File: src/rtl/dpram_port0_arbiter_pkg.sv
// Shared types and helpers for the dual-port RAM port-0 arbiter.
// Optional feature macro: ARB_LOCK_EN (enables the LOCKED arbitration state).
package dpram_arb_pkg;

    // Arbitration FSM states; LOCKED is only reachable when ARB_LOCK_EN is defined.
    typedef enum logic {
        ARB    = 1'b0,
        LOCKED = 1'b1
    } arb_state_e;

    // Cycles from a port-0 read grant to its response strobe.
    localparam int RD_LAT = 1;

    // Largest requester count supported by rr_pick.
    localparam int MAX_REQ = 8;

    // Reference round-robin pick: first valid bit at or after ptr, wrapping at n.
    function automatic logic [MAX_REQ-1:0] rr_pick(
        input logic [MAX_REQ-1:0] valid,
        input logic [2:0]         ptr,
        input int                 n = MAX_REQ
    );
        logic [MAX_REQ-1:0] g;
        int                 idx;
        g = '0;
        for (int k = 0; k < n; k++) begin
            idx = (int'(ptr) + k) % n;
            if (g == '0 && valid[idx]) begin
                g[idx] = 1'b1;
            end
        end
        return g;
    endfunction

endpackage

File: src/rtl/dpram_port0_arbiter_if.sv
// Requester-side bus of the port-0 arbiter: request handshake plus read response.
// Optional feature macro: ARB_LOCK_EN (adds the req_lock hold request).
interface dpram_port0_arbiter_if #(
    parameter int NUM_REQ    = 4,
    parameter int DATA_WIDTH = 8,
    parameter int ADDR_WIDTH = 4
);
    logic [NUM_REQ-1:0]            req_valid;
    logic [NUM_REQ-1:0]            req_we;
    logic [NUM_REQ*ADDR_WIDTH-1:0] req_addr;
    logic [NUM_REQ*DATA_WIDTH-1:0] req_wdata;
    logic [NUM_REQ-1:0]            req_ready;
    logic [NUM_REQ-1:0]            rsp_valid;
    logic [DATA_WIDTH-1:0]         rsp_data;
`ifdef ARB_LOCK_EN
    logic [NUM_REQ-1:0]            req_lock;

    modport master (
        output req_valid, req_we, req_addr, req_wdata, req_lock,
        input  req_ready, rsp_valid, rsp_data
    );
    modport slave (
        input  req_valid, req_we, req_addr, req_wdata, req_lock,
        output req_ready, rsp_valid, rsp_data
    );
`else
    modport master (
        output req_valid, req_we, req_addr, req_wdata,
        input  req_ready, rsp_valid, rsp_data
    );
    modport slave (
        input  req_valid, req_we, req_addr, req_wdata,
        output req_ready, rsp_valid, rsp_data
    );
`endif
endinterface

File: src/rtl/dpram_port0_arbiter_rr_grant_sel.sv
// Combinational round-robin selector: rotate so ptr is bit 0, take the lowest
// set bit, rotate back. Also returns the binary index of the winner.
module rr_grant_sel #(
    parameter int N = 4,
    parameter int W = (N > 1) ? $clog2(N) : 1
) (
    input  logic [N-1:0] valid_i,
    input  logic [W-1:0] ptr_i,
    output logic [N-1:0] grant_o,
    output logic [W-1:0] idx_o,
    output logic         any_o
);
    logic [2*N-1:0] rot_wide;
    logic [N-1:0]   rot;
    logic [N-1:0]   pick;
    logic [2*N-1:0] unrot_wide;

    assign rot_wide   = {valid_i, valid_i} >> ptr_i;
    assign rot        = rot_wide[N-1:0];
    assign pick       = rot & (~rot + 1'b1);
    assign unrot_wide = {pick, pick} << ptr_i;
    assign grant_o    = unrot_wide[2*N-1:N];
    assign any_o      = |valid_i;

    // One-hot to binary index of the winning requester.
    always_comb begin
        idx_o = '0;
        for (int i = 0; i < N; i++) begin
            if (grant_o[i]) begin
                idx_o = idx_o | W'(i);
            end
        end
    end
endmodule

File: src/rtl/dpram_port0_arbiter.sv
// Round-robin arbiter sharing port 0 of a dual-port RAM among NUM_REQ requesters,
// with port-1 read pass-through and same-cycle read/write collision flag.
// Optional feature macro: ARB_LOCK_EN (requester may hold the port via req_lock).
module dpram_port0_arbiter
    import dpram_arb_pkg::*;
#(
    parameter int NUM_REQ    = 4,
    parameter int DATA_WIDTH = 8,
    parameter int ADDR_WIDTH = 4,
    localparam int IDX_W     = $clog2(NUM_REQ)
) (
    input  logic                  clk,
    input  logic                  rst,
    dpram_port0_arbiter_if.slave  bus,
    input  logic                  rd1_valid,
    input  logic [ADDR_WIDTH-1:0] rd1_addr,
    output logic                  rd1_rsp_valid,
    output logic [DATA_WIDTH-1:0] rd1_rsp_data,
    output logic                  rd1_collision,
    output logic                  ram_port_en_0,
    output logic                  ram_wr_en,
    output logic [ADDR_WIDTH-1:0] ram_addr_in_0,
    output logic [DATA_WIDTH-1:0] ram_data_in,
    input  logic [DATA_WIDTH-1:0] ram_data_out_0,
    output logic                  ram_port_en_1,
    output logic [ADDR_WIDTH-1:0] ram_addr_in_1,
    input  logic [DATA_WIDTH-1:0] ram_data_out_1
);
    logic [ADDR_WIDTH-1:0] addr_arr  [NUM_REQ];
    logic [DATA_WIDTH-1:0] wdata_arr [NUM_REQ];
    logic [NUM_REQ-1:0]    cand_valid;
    logic [NUM_REQ-1:0]    grant;
    logic [IDX_W-1:0]      grant_idx;
    logic                  grant_any;
    logic                  grant_we;
    logic [IDX_W-1:0]      next_ptr;
    logic [IDX_W-1:0]      rr_ptr_q;
    logic [NUM_REQ-1:0]    rsp_valid_q;
    logic                  rd1_rsp_valid_q;
    logic                  rd1_collision_q;

    for (genvar gi = 0; gi < NUM_REQ; gi++) begin : g_unpack
        assign addr_arr[gi]  = bus.req_addr[gi*ADDR_WIDTH +: ADDR_WIDTH];
        assign wdata_arr[gi] = bus.req_wdata[gi*DATA_WIDTH +: DATA_WIDTH];
    end

`ifdef ARB_LOCK_EN
    arb_state_e       state_q;
    logic [IDX_W-1:0] lock_id_q;

    // While locked only the lock holder is eligible; nothing is granted in reset.
    always_comb begin
        cand_valid = bus.req_valid;
        if (state_q == LOCKED) begin
            cand_valid = bus.req_valid & (NUM_REQ'(1) << lock_id_q);
        end
        if (rst) begin
            cand_valid = '0;
        end
    end
`else
    assign cand_valid = rst ? '0 : bus.req_valid;
`endif

    rr_grant_sel #(.N(NUM_REQ), .W(IDX_W)) u_sel (
        .valid_i (cand_valid),
        .ptr_i   (rr_ptr_q),
        .grant_o (grant),
        .idx_o   (grant_idx),
        .any_o   (grant_any)
    );

    assign next_ptr      = (grant_idx == IDX_W'(NUM_REQ - 1)) ? '0 : grant_idx + 1'b1;
    assign grant_we      = grant_any & bus.req_we[grant_idx];

    assign bus.req_ready = grant;
    assign ram_port_en_0 = grant_any;
    assign ram_wr_en     = grant_we;
    assign ram_addr_in_0 = grant_any ? addr_arr[grant_idx]  : '0;
    assign ram_data_in   = grant_any ? wdata_arr[grant_idx] : '0;

    assign ram_port_en_1 = rd1_valid;
    assign ram_addr_in_1 = rd1_addr;

`ifdef ARB_LOCK_EN
    // Arbitration FSM: the pointer only moves on a plain grant or on lock release.
    always_ff @(posedge clk) begin
        if (rst) begin
            rr_ptr_q  <= '0;
            state_q   <= ARB;
            lock_id_q <= '0;
        end else if (grant_any) begin
            case (state_q)
                ARB: begin
                    if (bus.req_lock[grant_idx]) begin
                        state_q   <= LOCKED;
                        lock_id_q <= grant_idx;
                    end else begin
                        rr_ptr_q  <= next_ptr;
                    end
                end
                LOCKED: begin
                    if (!bus.req_lock[grant_idx]) begin
                        state_q  <= ARB;
                        rr_ptr_q <= next_ptr;
                    end
                end
                default: state_q <= ARB;
            endcase
        end
    end
`else
    // Round-robin pointer: one past the last winner, held when idle.
    always_ff @(posedge clk) begin
        if (rst) begin
            rr_ptr_q <= '0;
        end else if (grant_any) begin
            rr_ptr_q <= next_ptr;
        end
    end
`endif

    // Response pipeline aligned with the RAM's one-cycle registered read data.
    always_ff @(posedge clk) begin
        if (rst) begin
            rsp_valid_q     <= '0;
            rd1_rsp_valid_q <= 1'b0;
            rd1_collision_q <= 1'b0;
        end else begin
            rsp_valid_q     <= grant_we ? '0 : grant;
            rd1_rsp_valid_q <= rd1_valid;
            rd1_collision_q <= rd1_valid & grant_we & (rd1_addr == ram_addr_in_0);
        end
    end

    assign bus.rsp_valid = rsp_valid_q;
    assign bus.rsp_data  = (|rsp_valid_q) ? ram_data_out_0 : '0;
    assign rd1_rsp_valid = rd1_rsp_valid_q;
    assign rd1_rsp_data  = rd1_rsp_valid_q ? ram_data_out_1 : '0;
    assign rd1_collision = rd1_collision_q;
endmodule

File: src/flat_wrapper.sv
// flat-port wrapper written by rule: the top's interface ports become plain ports
module dpram_port0_arbiter_flat import dpram_arb_pkg::*;
#(
    parameter int NUM_REQ    = 4,
    parameter int DATA_WIDTH = 8,
    parameter int ADDR_WIDTH = 4,
    localparam int IDX_W     = $clog2(NUM_REQ)
)
  (clk, rst, rd1_valid, rd1_addr, rd1_rsp_valid, rd1_rsp_data, rd1_collision, ram_port_en_0, ram_wr_en, ram_addr_in_0, ram_data_in, ram_data_out_0, ram_port_en_1, ram_addr_in_1, ram_data_out_1, bus_req_valid, bus_req_we, bus_req_addr, bus_req_wdata, bus_req_ready, bus_rsp_valid, bus_rsp_data);
  dpram_port0_arbiter_if #(.NUM_REQ(NUM_REQ), .DATA_WIDTH(DATA_WIDTH), .ADDR_WIDTH(ADDR_WIDTH)) bus_i ();
  input  logic clk;
  input  logic rst;
  input  logic rd1_valid;
  input  logic [ADDR_WIDTH-1:0] rd1_addr;
  output logic rd1_rsp_valid;
  output logic [DATA_WIDTH-1:0] rd1_rsp_data;
  output logic rd1_collision;
  output logic ram_port_en_0;
  output logic ram_wr_en;
  output logic [ADDR_WIDTH-1:0] ram_addr_in_0;
  output logic [DATA_WIDTH-1:0] ram_data_in;
  input  logic [DATA_WIDTH-1:0] ram_data_out_0;
  output logic ram_port_en_1;
  output logic [ADDR_WIDTH-1:0] ram_addr_in_1;
  input  logic [DATA_WIDTH-1:0] ram_data_out_1;
  input wire logic [$bits(bus_i.req_valid)-1:0] bus_req_valid;
  input wire logic [$bits(bus_i.req_we)-1:0] bus_req_we;
  input wire logic [$bits(bus_i.req_addr)-1:0] bus_req_addr;
  input wire logic [$bits(bus_i.req_wdata)-1:0] bus_req_wdata;
  output wire logic [$bits(bus_i.req_ready)-1:0] bus_req_ready;
  output wire logic [$bits(bus_i.rsp_valid)-1:0] bus_rsp_valid;
  output wire logic [$bits(bus_i.rsp_data)-1:0] bus_rsp_data;
  assign bus_i.req_valid = bus_req_valid;
  assign bus_i.req_we = bus_req_we;
  assign bus_i.req_addr = bus_req_addr;
  assign bus_i.req_wdata = bus_req_wdata;
  assign bus_req_ready = bus_i.req_ready;
  assign bus_rsp_valid = bus_i.rsp_valid;
  assign bus_rsp_data = bus_i.rsp_data;
  dpram_port0_arbiter #(.NUM_REQ(NUM_REQ), .DATA_WIDTH(DATA_WIDTH), .ADDR_WIDTH(ADDR_WIDTH)) u_core (.clk(clk), .rst(rst), .bus(bus_i), .rd1_valid(rd1_valid), .rd1_addr(rd1_addr), .rd1_rsp_valid(rd1_rsp_valid), .rd1_rsp_data(rd1_rsp_data), .rd1_collision(rd1_collision), .ram_port_en_0(ram_port_en_0), .ram_wr_en(ram_wr_en), .ram_addr_in_0(ram_addr_in_0), .ram_data_in(ram_data_in), .ram_data_out_0(ram_data_out_0), .ram_port_en_1(ram_port_en_1), .ram_addr_in_1(ram_addr_in_1), .ram_data_out_1(ram_data_out_1));
endmodule
File: config.mk
export PLATFORM = sky130hd
export DESIGN_NAME = dpram_port0_arbiter_flat
export DESIGN_NICKNAME = d
export VERILOG_FILES = /design/src/rtl/dpram_port0_arbiter_pkg.sv /design/src/rtl/dpram_port0_arbiter_if.sv /design/src/rtl/dpram_port0_arbiter_rr_grant_sel.sv /design/src/rtl/dpram_port0_arbiter.sv /design/src/flat_wrapper.sv
export SDC_FILE = /design/constraint.sdc
export NUM_CORES = 1
export LEC_CHECK = 0
export ABC_AREA = 1
export CORE_MARGIN = 4
export CORE_UTILIZATION = 36
export CTS_BUF_LIST = sky130_fd_sc_hd__clkbuf_8
export DETAILED_ROUTE_END_ITERATION = 7
export GPL_TIMING_DRIVEN = 1
export PLACE_DENSITY = 0.92
export REMOVE_ABC_BUFFERS = 1
export SLEW_MARGIN = 20
export SYNTH_ARGS = -nofsm -noshare
export SYNTH_HDL_FRONTEND = slang
export SYNTH_HIERARCHICAL = 1
export SYNTH_SLANG_ARGS = --single-unit
File: constraint.sdc
create_clock -name clk -period 5.4 [get_ports clk]
set_clock_uncertainty 0.15 [all_clocks]
set_input_delay 1.35 -clock clk [delete_from_list [all_inputs] [get_ports clk]]
set_output_delay 1.35 -clock clk [all_outputs]
set_load 0.02 [all_outputs]
==> results.cfg, run 1 <==
[timing]
fin_crit_sh_pct = 96.89
hold_violations = 0
fin_ws_ns = 0.1682
fmax_mhz = 191.1
slew_headroom_pct = 55.11
tightest_slew_ns = 0.6678
drv_slew = 0
tns_ns = 0
finalSetupViolations = 0
min_period_ns = 5.232

[worst_setup_path]
critical_path.max_stage_delay_ns = 0.46
critPathLaunchType = primary input
path_max_fanout = 21
crit_arrival_ns = 3.73
worst_path_max_delay_cell = clkdlybuf4s50_1
cpLargestDelayFamily = buffers and inverters
crit_required_ns = 3.90
critPathMostFrequentCell = nand2_1
path_cells = clkdlybuf4s50_1 -> inv_1 -> nor2_2 -> inv_1 -> nand2_1 -> nand3_1 -> nand2_1 -> nand2_1 -> nor2_4 -> nand2_2 -> nand3_1 -> buf_12 -> nor2_1 -> nor2_1 -> o21ai_0 -> a21oi_1 -> dlygate4sd2_1
worst-setup-path-type = primary input to output pin
worst-path-buf-inv = 5
end_kind = output pin

[global_route]
antenna_found_initial = 0
grt_pass1_vias = 1959
grt_pass1_wl_um = 8321
track_usage_pct = 19.40
grt_max_degree = 22
overflow = 0

[power_and_ir_drop]
powerDensity_nw_per_um2 = 641.9
power.switching_uw = 979.3
internal_power_uw = 814.9
seq_power_share_pct = 6.4
netSwitchingFraction_pct = 54.58
peakVddDrop_v = 0.0003522
leakage_nw = 1.454
pwr-share-clk_pct = 4.0
pwr-share-comb_pct = 89.6

[finish]
final_nets = 486
n_antenna_cell = 0
drive_above_1_share_pct = 14.36
final_cell_count_no_fill = 454
syn_to_final_growth_pct = 88.36
layout_common_cells = clkdlybuf4s50_1 (109), nand2_1 (58), nor2_1 (55), inv_1 (53), nand3_1 (17)
final_common_cell = clkdlybuf4s50_1

[route]
num_vias = 2102
wl_per_cell_um = 11.57
routed_wl_um = 5255
dr.pass1.iters = 4
drt_iter0_drc = 56
drc = 0
viasPerCell = 4.630
antenna_left = 0

[logic_synthesis]
netlist_area_um2 = 1484
ys_ff_latch = 8
syn_area_per_cell_um2 = 5.300
synth.yosys.seq_area_share_pct = 10.79
ys_warn_count = 6
yosysUniqueCellTypes = 29
synthCells = 280

[clock_network]
cts_tree = done
cts.htree.levels = 1
cts_buffers = 3
hold_buffers = 0
root_buffer = clkbuf_8
clkTransAtPathRegs_ns = 0.04
post-cts-setup-buffer-count = 0
clk-insertion-delay-late_ns = 0.23
cts_sinks = 8
cts_buffer_depth = 2

[worst_hold_path]
holdCritPathClass = flop to flop

[die]
die_width_um = 72.20
die_area_um2 = 5213
start_util_pct = 37.10
pin_count = 124
row_count = 23
dieHeight_um = 72.20
core-area_um2 = 4000

[run_status]
status = finished clean

[flow_run]
drv_cap = 0

[place]
dpl.hpwl_um = 4530
pre_cts_slack_ns = -0.2216
portBuffers = 123
dp_cells = 451
routabilityCongestion = 0.9003
[flip-flops by register name, indices dropped and copies added, names as in the netlist]
register / cells
u_core/bus.rsp_valid: 4
u_core/rr_ptr_q: 2
u_core/rd1_collision: 1
u_core/rd1_rsp_valid: 1
[synth_stat cells]
master    count  area [um2]
a21oi_1       9       45.04
and2_1        1       6.260
buf_1         1       3.750
buf_4         7       52.55
buf_6         6       67.56
buf_8         1       15.01
clkbuf_1      2       7.510
dfxtp_1       8       160.2
ha_1          1       12.51
inv_1        53       198.9
inv_2         6       22.52
inv_6         1       8.760
nand2_1      59       221.5
nand2_2       8       50.05
nand2_4       4       45.04
nand3_1      17       85.08
nand3_2       8       80.08
nand3b_1      2       15.01
nand4_1       1       6.260
nor2_1       59       221.5
nor2_2        1       6.260
nor2_4        1       11.26
nor3_1        1       5.000
nor4_2        1       12.51
o21ai_0       9       45.04
o21ai_1      10       50.05
o21ai_2       1       8.760
o22ai_2       1       12.51
or4_1         1       7.510
[final timing paths]
| path | start | slack [ns] | cells past startpoint | end |
|---|---|---|---|---|
| max reg2reg | u_core/rr_ptr_q[0] | 2.77 | 19 | u_core/rd1_collision |
| max | bus_req_valid[2] | 0.17 | 17 | ram_data_in[7] |
| min | u_core/rr_ptr_q[0] | 0.61 | 2 | u_core/rr_ptr_q[0] |
| min reg2reg | u_core/rr_ptr_q[0] | 0.61 | 2 | u_core/rr_ptr_q[0] |
[logic make-up (layout without fill, tap and decap cells)]
group	count (synthesis)	after routing	share of synthesized area (%)
AOI/OAI and AO/OA	30	30	10.88
adders and majority gates	1	1	0.8430
buffers and inverters	77	201	25.38
DFF	8	8	10.79
and+or+nand+nor	164	164	52.11
[power by group through the flow]
stage               sequential [mW]  clock, mW  combinational [mW]
floorplan                     0.125          0               0.934
finish                        0.115     0.0711                1.61
CTS                           0.115     0.0736                1.61
detailed placement            0.116          0                1.68
global placement              0.114          0                1.65
global route                  0.119     0.0763                1.77
[cell type report]
class	count	area (um2)
Inverter	60	232.7
Timing Repair Buffer	138	1334
Multi-Input combinational cell	195	964.7
Fill cell	368	1205
Clock buffer	3	41.29
Tap cell	50	62.56
Sequential cell	8	160.2
[per-stage QoR]
step	power (mW)	hold slack (ns)	utilization, %	cell area (um2)
after floorplan	1.059	0.5084	-	1338
after global placement	1.766	0.5614	68.91	2756
after detailed placement	1.794	0.5919	68.91	2756
after CTS	1.801	0.5942	69.85	2794
after global routing	1.964	0.6309	69.88	2795
final	1.794	0.6062	69.88	2795
[repair_timing]
| action | in CTS | in global routing |
|---|---|---|
| resized for setup | 18 | 11 |
| pin swaps | 0 | 0 |
| setup endpoints to repair | 13 | 13 |
[metal layers]
layer	vias to the layer above	GRT usage [%]	wire length (um)
met4	0	6.681	109
met1	911	20.99	1990
met2	97	36.60	2665
met5	-	0	0
li1	1082	-	-
met3	12	4.294	490
[worst min-delay path: stages (launching register included)]
cell     delay [ns]
dfxtp_1        0.46
a21oi_1        0.21
nor2_1         0.05
Note: power is estimated with default switching activity, not from simulation.
==> inputs of run 2 (changes only) <==
--- a/config.mk
+++ b/config.mk
@@ -6,12 +6,14 @@
 export NUM_CORES = 1
 export LEC_CHECK = 0
 export ABC_AREA = 1
+export CELL_PAD_IN_SITES_DETAIL_PLACEMENT = 0
+export CELL_PAD_IN_SITES_GLOBAL_PLACEMENT = 2
 export CORE_MARGIN = 4
-export CORE_UTILIZATION = 36
+export CORE_UTILIZATION = 15
 export CTS_BUF_LIST = sky130_fd_sc_hd__clkbuf_8
 export DETAILED_ROUTE_END_ITERATION = 7
 export GPL_TIMING_DRIVEN = 1
-export PLACE_DENSITY = 0.92
+export PLACE_DENSITY = 0.9
 export REMOVE_ABC_BUFFERS = 1
 export SLEW_MARGIN = 20
 export SYNTH_ARGS = -nofsm -noshare
==> run 2 against run 1 <==
Compared with the run above:
- combinational power is 6% higher
- power grew 5.5%
- sequential cell count unchanged
- non-clock buffer count is 5 higher
- largest cell class unchanged
==> results.cfg, run 2 (synthesis results as in run 1) <==
[die]
pin_count = 124
row_count = 36
die_area_um2 = 11550
core-area_um2 = 9684
start_util_pct = 15.32
dieHeight_um = 107.5
die_width_um = 107.5

[clock_network]
cts_buffer_depth = 2
hold_buffers = 0
clkTransAtPathRegs_ns = 0.04
cts_tree = done
root_buffer = clkbuf_8
cts_sinks = 8
cts.htree.levels = 1
cts_buffers = 3
clk-insertion-delay-late_ns = 0.22

[global_route]
grt_pass1_vias = 2064
antenna_found_initial = 0
track_usage_pct = 10.28
grt_max_degree = 18
grt_pass1_wl_um = 9653
overflow = 0

[power_and_ir_drop]
pwr-share-clk_pct = 3.6
peakVddDrop_v = 0.0002971
pwr-share-comb_pct = 90.2
internal_power_uw = 873.8
power_mw = 1.894
power.switching_mw = 1.020
powerDensity_nw_per_um2 = 647.8
leakage_nw = 1.468
seq_power_share_pct = 6.1
netSwitchingFraction_pct = 53.85

[place]
dpl-instance-area_um2 = 2915
dpl.hpwl_um = 5201
pre_cts_slack_ns = -0.3294
portBuffers = 123
routabilityCongestion = 0.8158

[run_status]
status = finished clean

[worst_setup_path]
path_cells = clkdlybuf4s50_1 -> inv_1 -> nor2_1 -> nand2_1 -> nand3_1 -> nand2_1 -> nand2_1 -> nor2_4 -> nand2_2 -> nand3_1 -> inv_2 -> buf_12 -> nor2_1 -> o22ai_2 -> nand2_2 -> inv_1 -> dlygate4sd2_1
end_kind = output pin
cpLargestDelayFamily = buffers and inverters
crit_arrival_ns = 3.73
critical_path.max_stage_delay_ns = 0.45
worst-path-buf-inv = 6
crit_required_ns = 3.90
path_max_fanout = 17
worst_path_max_delay_cell = clkdlybuf4s50_1
worst-setup-path-type = primary input to output pin
critPathMostFrequentCell = nand2_1
critPathLaunchType = primary input

[flow_run]
drv_cap = 0

[finish]
fin_area_um2 = 2923
largest_reg_flops = 4
syn_to_final_growth_pct = 96.96
drive_above_1_share_pct = 17.36
n_antenna_cell = 0
final_common_cell = clkdlybuf4s50_1
final_nets = 491
n_fill_cell = 1101
layout_common_cells = clkdlybuf4s50_1 (109), nand2_1 (58), nor2_1 (56), inv_1 (53), nand3_1 (17)
fin_util_pct = 30.18

[worst_hold_path]
holdCritPathClass = flop to flop

[timing]
slew_headroom_pct = 57.67
min_period_ns = 5.229
drv_slew = 0
fmax_mhz = 191.3
fin_ws_ns = 0.1714
tns_ns = 0
hold_violations = 0
fin_crit_sh_pct = 96.83
rsz0062_at_grt = false
finalSetupViolations = 0
tightest_slew_ns = 0.6297

[route]
antenna_left = 0
drc = 0
dr.pass1.iters = 4
wl_per_cell_um = 11.18
viasPerCell = 3.862
num_vias = 2093
routed_wl_um = 6057
drt_iter0_drc = 52
[run 2: cell count changes in the layout (fill, tap and decap cells not counted), sizes merged]
cell / before / now
buf: 15 / 20
clkbuf: 6 / 15
clkdlybuf4s15: 2 / 0
dlygate4sd2: 8 / 2
dlymetal6s2s: 1 / 0
[run 2: what timing repair did]
item / in CTS / in global routing
endpoints found under the setup margin: 13 / 13
gates resized for setup: 18 / 28
setup buffers: 1 / 0
[run 2: stage by stage]
stage          hold WS, ns  instances
6_report            0.5986        542
5_1_grt             0.6806        542
4_1_cts             0.6027        542
3_5_place_dp        0.5960        538
3_3_place_gp        0.6091        538
2_1_floorplan       0.5084        263
[run 2: path summary, 6_finish.rpt]
kind / from / end / slack, ns / cells after the start
min: u_core/rr_ptr_q[1] / u_core/rr_ptr_q[1] / 0.60 / 2
min reg2reg: u_core/rr_ptr_q[1] / u_core/rr_ptr_q[1] / 0.60 / 2
max reg2reg: u_core/rr_ptr_q[0] / u_core/rd1_collision / 2.65 / 21
max: bus_req_valid[3] / ram_wr_en / 0.17 / 17
[run 2: area by class of cell]
cell class                 count  area [um2]  share of cell area, %
timing repair buffer         143        1360                  46.53
sequential                     8       160.2                  5.479
inverter                      60       232.7                  7.962
clock buffer                   3       41.29                  1.413
multi-input combinational    195       962.2                  32.92
tap                          133       166.4                  5.694
[run 2: worst reg2reg max path, cell delays in order (launching register included)]
cell     delay [ns]
dfxtp_1        0.65
inv_6          0.11
nand2_2        0.10
nand3_2        0.06
nand2_2        0.12
inv_1          0.07
nand3_1        0.07
nand2_1        0.06
inv_2          0.07
nand3_1        0.18
buf_12         0.21
buf_4          0.14
nand2_1        0.07
nand3_1        0.07
nand2_1        0.08
nand2_1        0.06
inv_2          0.06
buf_4          0.09
nor2_1         0.03
nor2_1         0.09
nand2_1        0.07
nor2_2         0.07
[run 2: power by group through the flow]
stage	combinational, mW	sequential (mW)	clock [mW]
finish	1.71	0.116	0.0687
global route	1.90	0.121	0.0756
CTS	1.75	0.117	0.0708
detailed placement	1.80	0.118	0
global placement	1.80	0.118	0
floorplan	0.934	0.125	0
[run 2: metal layers]
layer | wire length, um | global-route usage (%)
met5 | 0 | 0
met4 | 29 | 1.894
met3 | 574 | 2.280
met2 | 2922 | 18.81
met1 | 2531 | 12.34
==> inputs of run 3 (changes only) <==
--- a/config.mk
+++ b/config.mk
@@ -13,7 +13,7 @@
 export CTS_BUF_LIST = sky130_fd_sc_hd__clkbuf_8
 export DETAILED_ROUTE_END_ITERATION = 7
 export GPL_TIMING_DRIVEN = 1
-export PLACE_DENSITY = 0.9
+export PLACE_DENSITY = 0.95
 export REMOVE_ABC_BUFFERS = 1
 export SLEW_MARGIN = 20
 export SYNTH_ARGS = -nofsm -noshare
==> run 3 against run 2 <==
Compared with the run above:
- via count is 1.9% lower
- core utilization is 0.090 points higher
- global-route usage is 0.29 points lower
- power hardly changed
- register-to-register slack hardly changed
- critical endpoint is now ram_data_in[7]
- highest routed layer unchanged
- sequential share of layout area hardly changed
==> results.cfg, run 3 (synthesis results as in run 1) <==
[worst_setup_path]
crit_required_ns = 3.90
crit_arrival_ns = 3.70
critPathLaunchType = primary input
critical_path.max_stage_delay_ns = 0.45
worst-setup-path-type = primary input to output pin
critPathMostFrequentCell = nand2_1
end_kind = output pin
worst_path_max_delay_cell = clkdlybuf4s50_1
path_max_fanout = 9
path_cells = clkdlybuf4s50_1 -> inv_1 -> nor2_2 -> nand2_1 -> nand3_1 -> nand2_1 -> nand2_1 -> nor2_4 -> nand2_2 -> nand3_2 -> nand2_1 -> nand2_2 -> buf_4 -> nor2_1 -> o21ai_0 -> a21oi_1 -> clkdlybuf4s15_1

[route]
drt_iter0_drc = 134
viasPerCell = 3.795
wl_per_cell_um = 10.91
dr.pass1.iters = 4
drc = 0
routed_wl_um = 5900
antenna_left = 0
num_vias = 2053

[die]
pin_count = 124
die_width_um = 107.5
row_count = 36
core-area_um2 = 9684
die_area_um2 = 11550
start_util_pct = 15.32
dieHeight_um = 107.5

[place]
dp_cells = 537
routabilityCongestion = 0.8311
pre_cts_slack_ns = -0.3104
dpl.hpwl_um = 4965
dpl-instance-area_um2 = 2908
portBuffers = 123

[flow_run]
drv_cap = 0

[finish]
final_nets = 490
fin_area_um2 = 2932
layout_common_cells = clkdlybuf4s50_1 (109), nand2_1 (58), nor2_1 (55), inv_1 (53)
final_cell_count_no_fill = 541
final_common_cell = clkdlybuf4s50_1
syn_to_final_growth_pct = 97.55
n_antenna_cell = 0
drive_above_1_share_pct = 16.91
fin_util_pct = 30.27
largest_reg_flops = 4

[clock_network]
cts_tree = done
clk-insertion-delay-late_ns = 0.22
cts_buffer_depth = 2
root_buffer = clkbuf_8
hold_buffers = 0
cts_buffers = 3
cts.htree.levels = 1
cts_sinks = 8
clkTransAtPathRegs_ns = 0.04

[timing]
slew_headroom_pct = 56.84
drv_slew = 0
fmax_mhz = 192.3
fin_ws_ns = 0.1993
fin_crit_sh_pct = 96.31
finalSetupViolations = 0
tns_ns = 0
whs_ns = 0.6099
rsz0062_at_grt = false
hold_violations = 0
min_period_ns = 5.201
tightest_slew_ns = 0.6421

[power_and_ir_drop]
netSwitchingFraction_pct = 53.89
power_mw = 1.893
pwr-share-clk_pct = 3.8
leakage_nw = 1.470
powerDensity_nw_per_um2 = 645.6
internal_power_uw = 872.8
peakVddDrop_v = 0.0001941
pwr-share-comb_pct = 90.1
seq_power_share_pct = 6.1
power.switching_mw = 1.020

[global_route]
antenna_found_initial = 0
track_usage_pct = 9.989
grt_pass1_wl_um = 9459
overflow = 0
grt_max_degree = 26
grt_pass1_vias = 2001

[worst_hold_path]
holdCritPathClass = flop to flop

[run_status]
status = finished clean
==> run 3: cell count changes in the layout (fill, tap and decap cells not counted), sizes merged <==
cell,previous run,this run
clkbuf,15,12
dlygate4sd2,2,4
buf,20,19
clkdlybuf4s15,0,1
==> run 3: final timing paths <==
kind                      startpoint                   end  slack, ns  cells past startpoint
setup / recovery    bus_req_valid[3]        ram_data_in[7]       0.20                     17
hold / removal    u_core/rr_ptr_q[0]    u_core/rr_ptr_q[0]       0.61                      2
setup reg to reg  u_core/rr_ptr_q[0]  u_core/rd1_collision       2.64                     22
hold reg to reg   u_core/rr_ptr_q[0]    u_core/rr_ptr_q[0]       0.61                      2
==> run 3: power groups by stage <==
stage	logic, mW	clock network [mW]	registers (mW)
2_1_floorplan	0.934	0	0.125
3_3_place_gp	1.78	0	0.117
3_5_place_dp	1.79	0	0.118
4_1_cts	1.74	0.0741	0.117
5_1_grt	1.91	0.0779	0.121
6_report	1.70	0.0720	0.116
==> run 3: routing by layer <==
layer / vias up / global-route usage, % / wire, um
met5: - / 0 / 0
met4: 0 / 1.443 / 10
met3: 2 / 2.939 / 705
met2: 98 / 17.25 / 2618
met1: 861 / 12.55 / 2564
li1: 1092 / - / -
==> run 3: area by class of cell <==
class | count | area (um2)
inverters | 60 | 232.7
repair buffers | 142 | 1361
clock buffers | 3 | 41.29
well taps | 133 | 166.4
fillers | 1087 | 6753
multi-input cells | 195 | 969.7
flip-flops and latches | 8 | 160.2
==> run 3: timing repair <==
item,CTS,global route
setup endpoints to repair,13,13
resized for setup,20,21
buffers inserted,1,0
==> run 3: critical path, delay by kind of cell <==
family / cells / cell delay (ns)
AOI/OAI and AO/OA: 2 / 0.22
buffers and inverters: 4 / 1.04
and+or+nand+nor: 11 / 1.08
